`src/rtl/cnn_pkg.sv`:
```
// Shared state encoding and constants for the CNN 3x3 window controller slice.
package cnn_pkg;

  typedef enum logic [1:0] {IDLE, STREAM, FLUSH, DONE} cnn_win_state_e;

  localparam int CNN_KERNEL  = 3;
  localparam int STALL_CNT_W = 16;

endpackage

```
`src/rtl/cnn_window_ctrl_if.sv`:
```
// Pixel stream, line-buffer write and window handshake bundle for cnn_window_ctrl.
interface cnn_window_ctrl_if #(
  parameter int DATA_WIDTH = 8,
  parameter int IMG_W      = 28,
  parameter int IMG_H      = 28
);
  localparam int COL_W = $clog2(IMG_W);
  localparam int ROW_W = $clog2(IMG_H);

  logic [DATA_WIDTH-1:0] s_pixel;
  logic                  s_valid;
  logic                  s_ready;
  logic [DATA_WIDTH-1:0] lb_pixel;
  logic                  lb_wr_en;
  logic [COL_W-1:0]      lb_col;
  logic                  win_valid;
  logic                  win_ready;
  logic [ROW_W-1:0]      win_row;
  logic [COL_W-1:0]      win_col;

  // master is the controller's side; slave is the source/sink environment
  modport master (
    input  s_pixel, s_valid, win_ready,
    output s_ready, lb_pixel, lb_wr_en, lb_col, win_valid, win_row, win_col
  );

  modport slave (
    output s_pixel, s_valid, win_ready,
    input  s_ready, lb_pixel, lb_wr_en, lb_col, win_valid, win_row, win_col
  );
endinterface

```
`src/rtl/cnn_rc_counter.sv`:
```
// Raster row/column counter: advances on en, wraps column then row, flags the last pixel.
module cnn_rc_counter #(
  parameter int IMG_W = 28,
  parameter int IMG_H = 28
) (
  input  logic                     clk,
  input  logic                     rst,
  input  logic                     clr,
  input  logic                     en,
  output logic [$clog2(IMG_H)-1:0] row,
  output logic [$clog2(IMG_W)-1:0] col,
  output logic                     last
);
  localparam int COL_W = $clog2(IMG_W);
  localparam int ROW_W = $clog2(IMG_H);
  localparam logic [COL_W-1:0] COL_MAX = COL_W'(IMG_W - 1);
  localparam logic [ROW_W-1:0] ROW_MAX = ROW_W'(IMG_H - 1);

  logic col_end;
  logic row_end;

  assign col_end = (col == COL_MAX);
  assign row_end = (row == ROW_MAX);
  assign last    = col_end && row_end;

  always_ff @(posedge clk or posedge rst) begin
    if (rst) begin
      row <= '0;
      col <= '0;
    end else if (clr) begin
      row <= '0;
      col <= '0;
    end else if (en) begin
      if (col_end) begin
        col <= '0;
        row <= row_end ? '0 : row + 1'b1;
      end else begin
        col <= col + 1'b1;
      end
    end
  end
endmodule

```
`src/rtl/cnn_window_ctrl.sv`:
```
// Frame sequencer for the 3x3 sliding-window datapath: raster tracking and window events.
// Optional backpressure stall counter is built when CNN_WIN_CTRL_STALL_CNT_EN is defined.
module cnn_window_ctrl
  import cnn_pkg::*;
#(
  parameter int DATA_WIDTH = 8,
  parameter int IMG_W      = 28,
  parameter int IMG_H      = 28,
  parameter int KERNEL     = CNN_KERNEL
) (
  input  logic                   clk,
  input  logic                   rst,
  input  logic                   start,
  output logic                   busy,
  output logic                   done,
  output logic [STALL_CNT_W-1:0] stall_cnt,
  cnn_window_ctrl_if.master      bus
);
  localparam int COL_W = $clog2(IMG_W);
  localparam int ROW_W = $clog2(IMG_H);
  localparam logic [ROW_W-1:0] K_ROW = ROW_W'(KERNEL - 1);
  localparam logic [COL_W-1:0] K_COL = COL_W'(KERNEL - 1);

  cnn_win_state_e        state;
  logic [ROW_W-1:0]      row;
  logic [COL_W-1:0]      col;
  logic                  last;
  logic [DATA_WIDTH-1:0] pixel;
  logic                  win_valid_q;
  logic [ROW_W-1:0]      win_row_q;
  logic [COL_W-1:0]      win_col_q;
  logic                  start_acc;
  logic                  stall;
  logic                  s_ready;
  logic                  accept;
  logic                  win_hit;
  logic                  win_fire;

  assign start_acc = (state == IDLE) && start;
  assign stall     = win_valid_q && !bus.win_ready;
  assign s_ready   = (state == STREAM) && !stall;
  assign accept    = bus.s_valid && s_ready;
  assign win_hit   = accept && (row >= K_ROW) && (col >= K_COL);
  assign win_fire  = win_valid_q && bus.win_ready;
  assign pixel     = bus.s_pixel;

  assign bus.s_ready   = s_ready;
  assign bus.lb_pixel  = pixel;
  assign bus.lb_wr_en  = accept;
  assign bus.lb_col    = col;
  assign bus.win_valid = win_valid_q;
  assign bus.win_row   = win_row_q;
  assign bus.win_col   = win_col_q;

  cnn_rc_counter #(.IMG_W(IMG_W), .IMG_H(IMG_H)) u_rc (
    .clk  (clk),
    .rst  (rst),
    .clr  (start_acc),
    .en   (accept),
    .row  (row),
    .col  (col),
    .last (last)
  );

  always_ff @(posedge clk or posedge rst) begin
    if (rst) begin
      state       <= IDLE;
      busy        <= 1'b0;
      done        <= 1'b0;
      win_valid_q <= 1'b0;
      win_row_q   <= '0;
      win_col_q   <= '0;
    end else begin
      done <= 1'b0;
      // a fresh window may load in the same cycle the pending one is taken
      if (win_hit) begin
        win_valid_q <= 1'b1;
        win_row_q   <= row - K_ROW;
        win_col_q   <= col - K_COL;
      end else if (win_fire) begin
        win_valid_q <= 1'b0;
      end
      case (state)
        IDLE: if (start) begin
          state <= STREAM;
          busy  <= 1'b1;
        end
        STREAM: if (accept && last) state <= FLUSH;
        // the only window outstanding here is the frame's last one
        FLUSH: if (win_fire) begin
          state <= DONE;
          done  <= 1'b1;
          busy  <= 1'b0;
        end
        DONE: state <= IDLE;
        default: state <= IDLE;
      endcase
    end
  end

`ifdef CNN_WIN_CTRL_STALL_CNT_EN
  logic [STALL_CNT_W-1:0] stall_q;

  always_ff @(posedge clk or posedge rst) begin
    if (rst) begin
      stall_q <= '0;
    end else if (start_acc) begin
      stall_q <= '0;
    end else if (stall && (stall_q != '1)) begin
      stall_q <= stall_q + 1'b1;
    end
  end

  assign stall_cnt = stall_q;
`else
  assign stall_cnt = '0;
`endif
endmodule
```
`src/flat_wrapper.sv`:
```
// flat-port wrapper written by rule: the top's interface ports become plain ports
module cnn_window_ctrl_flat import cnn_pkg::*;
#(
  parameter int DATA_WIDTH = 8,
  parameter int IMG_W      = 28,
  parameter int IMG_H      = 28,
  parameter int KERNEL     = CNN_KERNEL
)
  (clk, rst, start, busy, done, stall_cnt, bus_s_pixel, bus_s_valid, bus_win_ready, bus_s_ready, bus_lb_pixel, bus_lb_wr_en, bus_lb_col, bus_win_valid, bus_win_row, bus_win_col);
  cnn_window_ctrl_if #(.DATA_WIDTH(DATA_WIDTH), .IMG_W(IMG_W), .IMG_H(IMG_H)) bus_i ();
  input  logic clk;
  input  logic rst;
  input  logic start;
  output logic busy;
  output logic done;
  output logic [STALL_CNT_W-1:0] stall_cnt;
  input wire logic [$bits(bus_i.s_pixel)-1:0] bus_s_pixel;
  input wire logic [$bits(bus_i.s_valid)-1:0] bus_s_valid;
  input wire logic [$bits(bus_i.win_ready)-1:0] bus_win_ready;
  output wire logic [$bits(bus_i.s_ready)-1:0] bus_s_ready;
  output wire logic [$bits(bus_i.lb_pixel)-1:0] bus_lb_pixel;
  output wire logic [$bits(bus_i.lb_wr_en)-1:0] bus_lb_wr_en;
  output wire logic [$bits(bus_i.lb_col)-1:0] bus_lb_col;
  output wire logic [$bits(bus_i.win_valid)-1:0] bus_win_valid;
  output wire logic [$bits(bus_i.win_row)-1:0] bus_win_row;
  output wire logic [$bits(bus_i.win_col)-1:0] bus_win_col;
  assign bus_i.s_pixel = bus_s_pixel;
  assign bus_i.s_valid = bus_s_valid;
  assign bus_i.win_ready = bus_win_ready;
  assign bus_s_ready = bus_i.s_ready;
  assign bus_lb_pixel = bus_i.lb_pixel;
  assign bus_lb_wr_en = bus_i.lb_wr_en;
  assign bus_lb_col = bus_i.lb_col;
  assign bus_win_valid = bus_i.win_valid;
  assign bus_win_row = bus_i.win_row;
  assign bus_win_col = bus_i.win_col;
  cnn_window_ctrl #(.DATA_WIDTH(DATA_WIDTH), .IMG_W(IMG_W), .IMG_H(IMG_H), .KERNEL(KERNEL)) u_core (.clk(clk), .rst(rst), .start(start), .busy(busy), .done(done), .stall_cnt(stall_cnt), .bus(bus_i));
endmodule
```
`config.mk`:
```
export PLATFORM = sky130hd
export DESIGN_NAME = cnn_window_ctrl_flat
export DESIGN_NICKNAME = d
export VERILOG_FILES = /design/src/rtl/cnn_pkg.sv /design/src/rtl/cnn_window_ctrl_if.sv /design/src/rtl/cnn_rc_counter.sv /design/src/rtl/cnn_window_ctrl.sv /design/src/flat_wrapper.sv
export SDC_FILE = /design/constraint.sdc
export NUM_CORES = 1
export LEC_CHECK = 0
export CAP_MARGIN = 0
export CORE_UTILIZATION = 30
export DETAILED_ROUTE_END_ITERATION = 10
export GPL_TIMING_DRIVEN = 0
export PLACE_DENSITY = 0.56
export SETUP_SLACK_MARGIN = 0.2
export SYNTH_ARGS = -nofsm -noshare
export SYNTH_HDL_FRONTEND = slang
export SYNTH_SLANG_ARGS = --single-unit
export TNS_END_PERCENT = 10
```
`constraint.sdc`:
```
create_clock -name clk -period 2.6 [get_ports clk]
set_clock_uncertainty 0.15 [all_clocks]
set_input_delay 0.26 -clock clk [delete_from_list [all_inputs] [get_ports clk]]
set_output_delay 0.26 -clock clk [all_outputs]
set_load 0.01 [all_outputs]
```
==> flow_summary.toml, run 1 <==
[status]
status = "completed"

[global_routing]
grt_max_degree = 26
grt_use_total_pct = 10.9
antenna_found_initial = 0
grt_overflow = 0
grt_pass1_vias = 976
grt_pass1_wl_um = 4630

[clock_tree]
cts_tree = "done"
path_clk_slew_ns = 0.09
postCtsSetupBuffers = 0
worstSkewPairLatency_ns = 0.27
numCtsBuffers = 3
clock_sinks = 25
max-clock-path-buffers = 2
hold_buffers = 0
root_buffer = "clkbuf_8"
h-tree-depth = 1
cts_resized = 0

[cells_and_area]
area_growth_pct = 32.4
final_area_um2 = 2130
layout.cells.non_filler = 278
fillers = 544
multi_input_area_um2 = 779
n_antenna_cell = 0
register_area_um2 = 626
final_nets = 234
layout_common_cells = "32 x clkdlybuf4s50_1, 25 x dfrtp_1, 24 x buf_4"
layout_commonest_cell = "clkdlybuf4s50_1"
drive_above_1_share_pct = 23.6

[critical_path]
r2r_setup_slack_ns = 0.45
cp-start-kind = "flip-flop"
required_ns = 2.19
reg2reg_depth = 7
path_class = "flip-flop to primary output"
cp-end-kind = "primary output"
cp_max_fo = 7
r2r-end = "u_core.bus.win_col[1]"
arrival_ns = 1.86
rr_startpoint = "u_core.u_rc.row[2]"

[placement]
port_buffers = 32
gp_congestion = 0.743
postPlaceCellArea_um2 = 2080
dp_cells = 274
post-dp-hpwl_um = 2130

[synthesis]
seq_area_frac_synth_pct = 38.8
synthAdderAreaFrac_pct = 9.32
syn_area_per_cell_um2 = 10.3
synth-edff-count = 0
synth_seq_cells = 25
synth-async-reset-ratio_pct = 100
synth-xor-area-share_pct = 2.17
synth_top_area_cell = "dfrtp_1"
synth_simple_gate_area_share_pct = 12.7
syn_area_um2 = 1610
synth_compound_area_share_pct = 8.54
synth_warnings = 0
syn_inst = 157
synthTopCellsByArea = "dfrtp_1 39%, buf_4 11%, ha_1 9.3%"
ys_types = 39
synth.area.mux_share_pct = 11.2
synth_top_family_by_area = "buffers and inverters"
yosys.area.top_type_share_pct = 38.8
synth_flop_cell = "dfrtp_1"

[sta]
tightest_slew_ns = 0.966
tns_ns = 0
post-route-period-util_pct = 87.4
period_minus_slack_ns = 2.27
hold_violations = 0
setup_viol = 0
clock.fmax_ghz = 0.440
slew_violations = 0
relSlewSlack_pct = 35.5
rsz0062_at_grt = "no"

[route]
dr_total_vias = 1134
wl_per_cell_um = 10.2
drc = 0
routed_via_density = 4.08
drt_iter0_markers = 18
drt.antenna.violating_nets = 0
drt_pass1_iterations = 4
wirelength_um = 2820

[floorplanning]
die_h_um = 75.3
initial_core_util_pct = 31.4
io_pins = 57
coreArea_um2 = 5140
die_area_um2 = 5670
die_x_um = 75.3
core.rowCount = 26

[worst_hold_path]
hold_path.class = "input pin to asynchronous set/reset pin"

[power_and_ir_drop]
power_density_nw_per_um2 = 767
power.total_mw = 1.64
leakage_nw = 1.09
ir_drop_uv = 398

[job]
cap_violations = 0
routing by layer:
metal,wire length (um),vias to the layer above,GRT usage (%)
li1,-,585,-
met1,1370,507,14.7
met2,1240,40,17.2
met3,185,2,3.31
met4,29,0,3.09
met5,0,-,0
cell families after synthesis:
kind of cell	Yosys count
fa+ha+maj	12
xor+xnor	4
flops	25
buf+inv	43
mux	16
simple gates	38
compound gates	18
other cells	1
flip-flops by register name, indices dropped and copies added, names as in the netlist:
signal,flops
u_core.bus.win_row,5
u_core.state,2
u_core.bus.win_col,5
u_core.busy,1
u_core.u_rc.col,5
u_core.done,1
u_core.bus.win_valid,1
u_core.u_rc.row,5
worst max path at each step:
stage | start | to | slack (ns) | cells past startpoint
global route | u_core.u_rc.row[0] | u_core.bus.win_row[4] | 0.21 | 6
global placement | u_core.u_rc.row[0] | u_core.bus.win_col[0] | 0.40 | 6
CTS | u_core.state[1] | bus_lb_wr_en | 0.24 | 6
floorplan | u_core.u_rc.col[0] | u_core.state[1] | 0.64 | 6
detailed placement | u_core.u_rc.row[0] | u_core.bus.win_col[0] | 0.40 | 6
finish | u_core.state[1] | bus_lb_wr_en | 0.33 | 6
synthesized netlist by cell type, drive strengths merged, types with 2 or more instances:
cell    count
nor3        3
and3        3
ha         12
xor2        4
nor2        8
a21oi       6
mux2       10
or3         2
and2        3
a211oi      2
dfrtp      25
inv        14
buf        29
nand3       2
nand2      11
o21ai       2
mux2i       6
where the power goes:
group / internal [mW] / switching (mW) / leakage (nW) / total (mW)
clock network: 0.110 / 0.122 / 0.0228 / 0.232
logic: 0.448 / 0.323 / 0.768 / 0.772
registers: 0.512 / 0.122 / 0.303 / 0.633
total: 1.07 / 0.567 / 1.09 / 1.64
critical path: stages (launching register included):
cell,delay [ns]
dfrtp_1,0.41
inv_1,0.14
ha_4,0.16
and2_2,0.17
nand2_2,0.11
inv_1,0.07
clkdlybuf4s50_1,0.52
final cells by class:
cell class              count  area share [%]
plain buffers              29            10.4
clock buffers               4            2.11
inverters                  14            2.46
multi-input cells         104            36.5
flip-flops and latches     25            29.3
well taps                  70            4.11
repair buffers             32            15.0
through the flow:
step | setup WS, ns | hold WS [ns] | util (%)
after floorplan | 0.642 | 0.137 | -
after global placement | 0.397 | 0.336 | 40.4
after detailed placement | 0.398 | 0.338 | 40.4
after CTS | 0.238 | 0.363 | 41.3
after global routing | 0.214 | 0.380 | 41.5
final | 0.328 | 0.359 | 41.5
(Power assumes the default switching activity.)
==> inputs of run 2 (changes only) <==
SKIP_CTS_REPAIR_TIMING = 1   (was default)
==> results of run 2 <==
The final DEF is identical to that of run 1; final timing and power are the same.
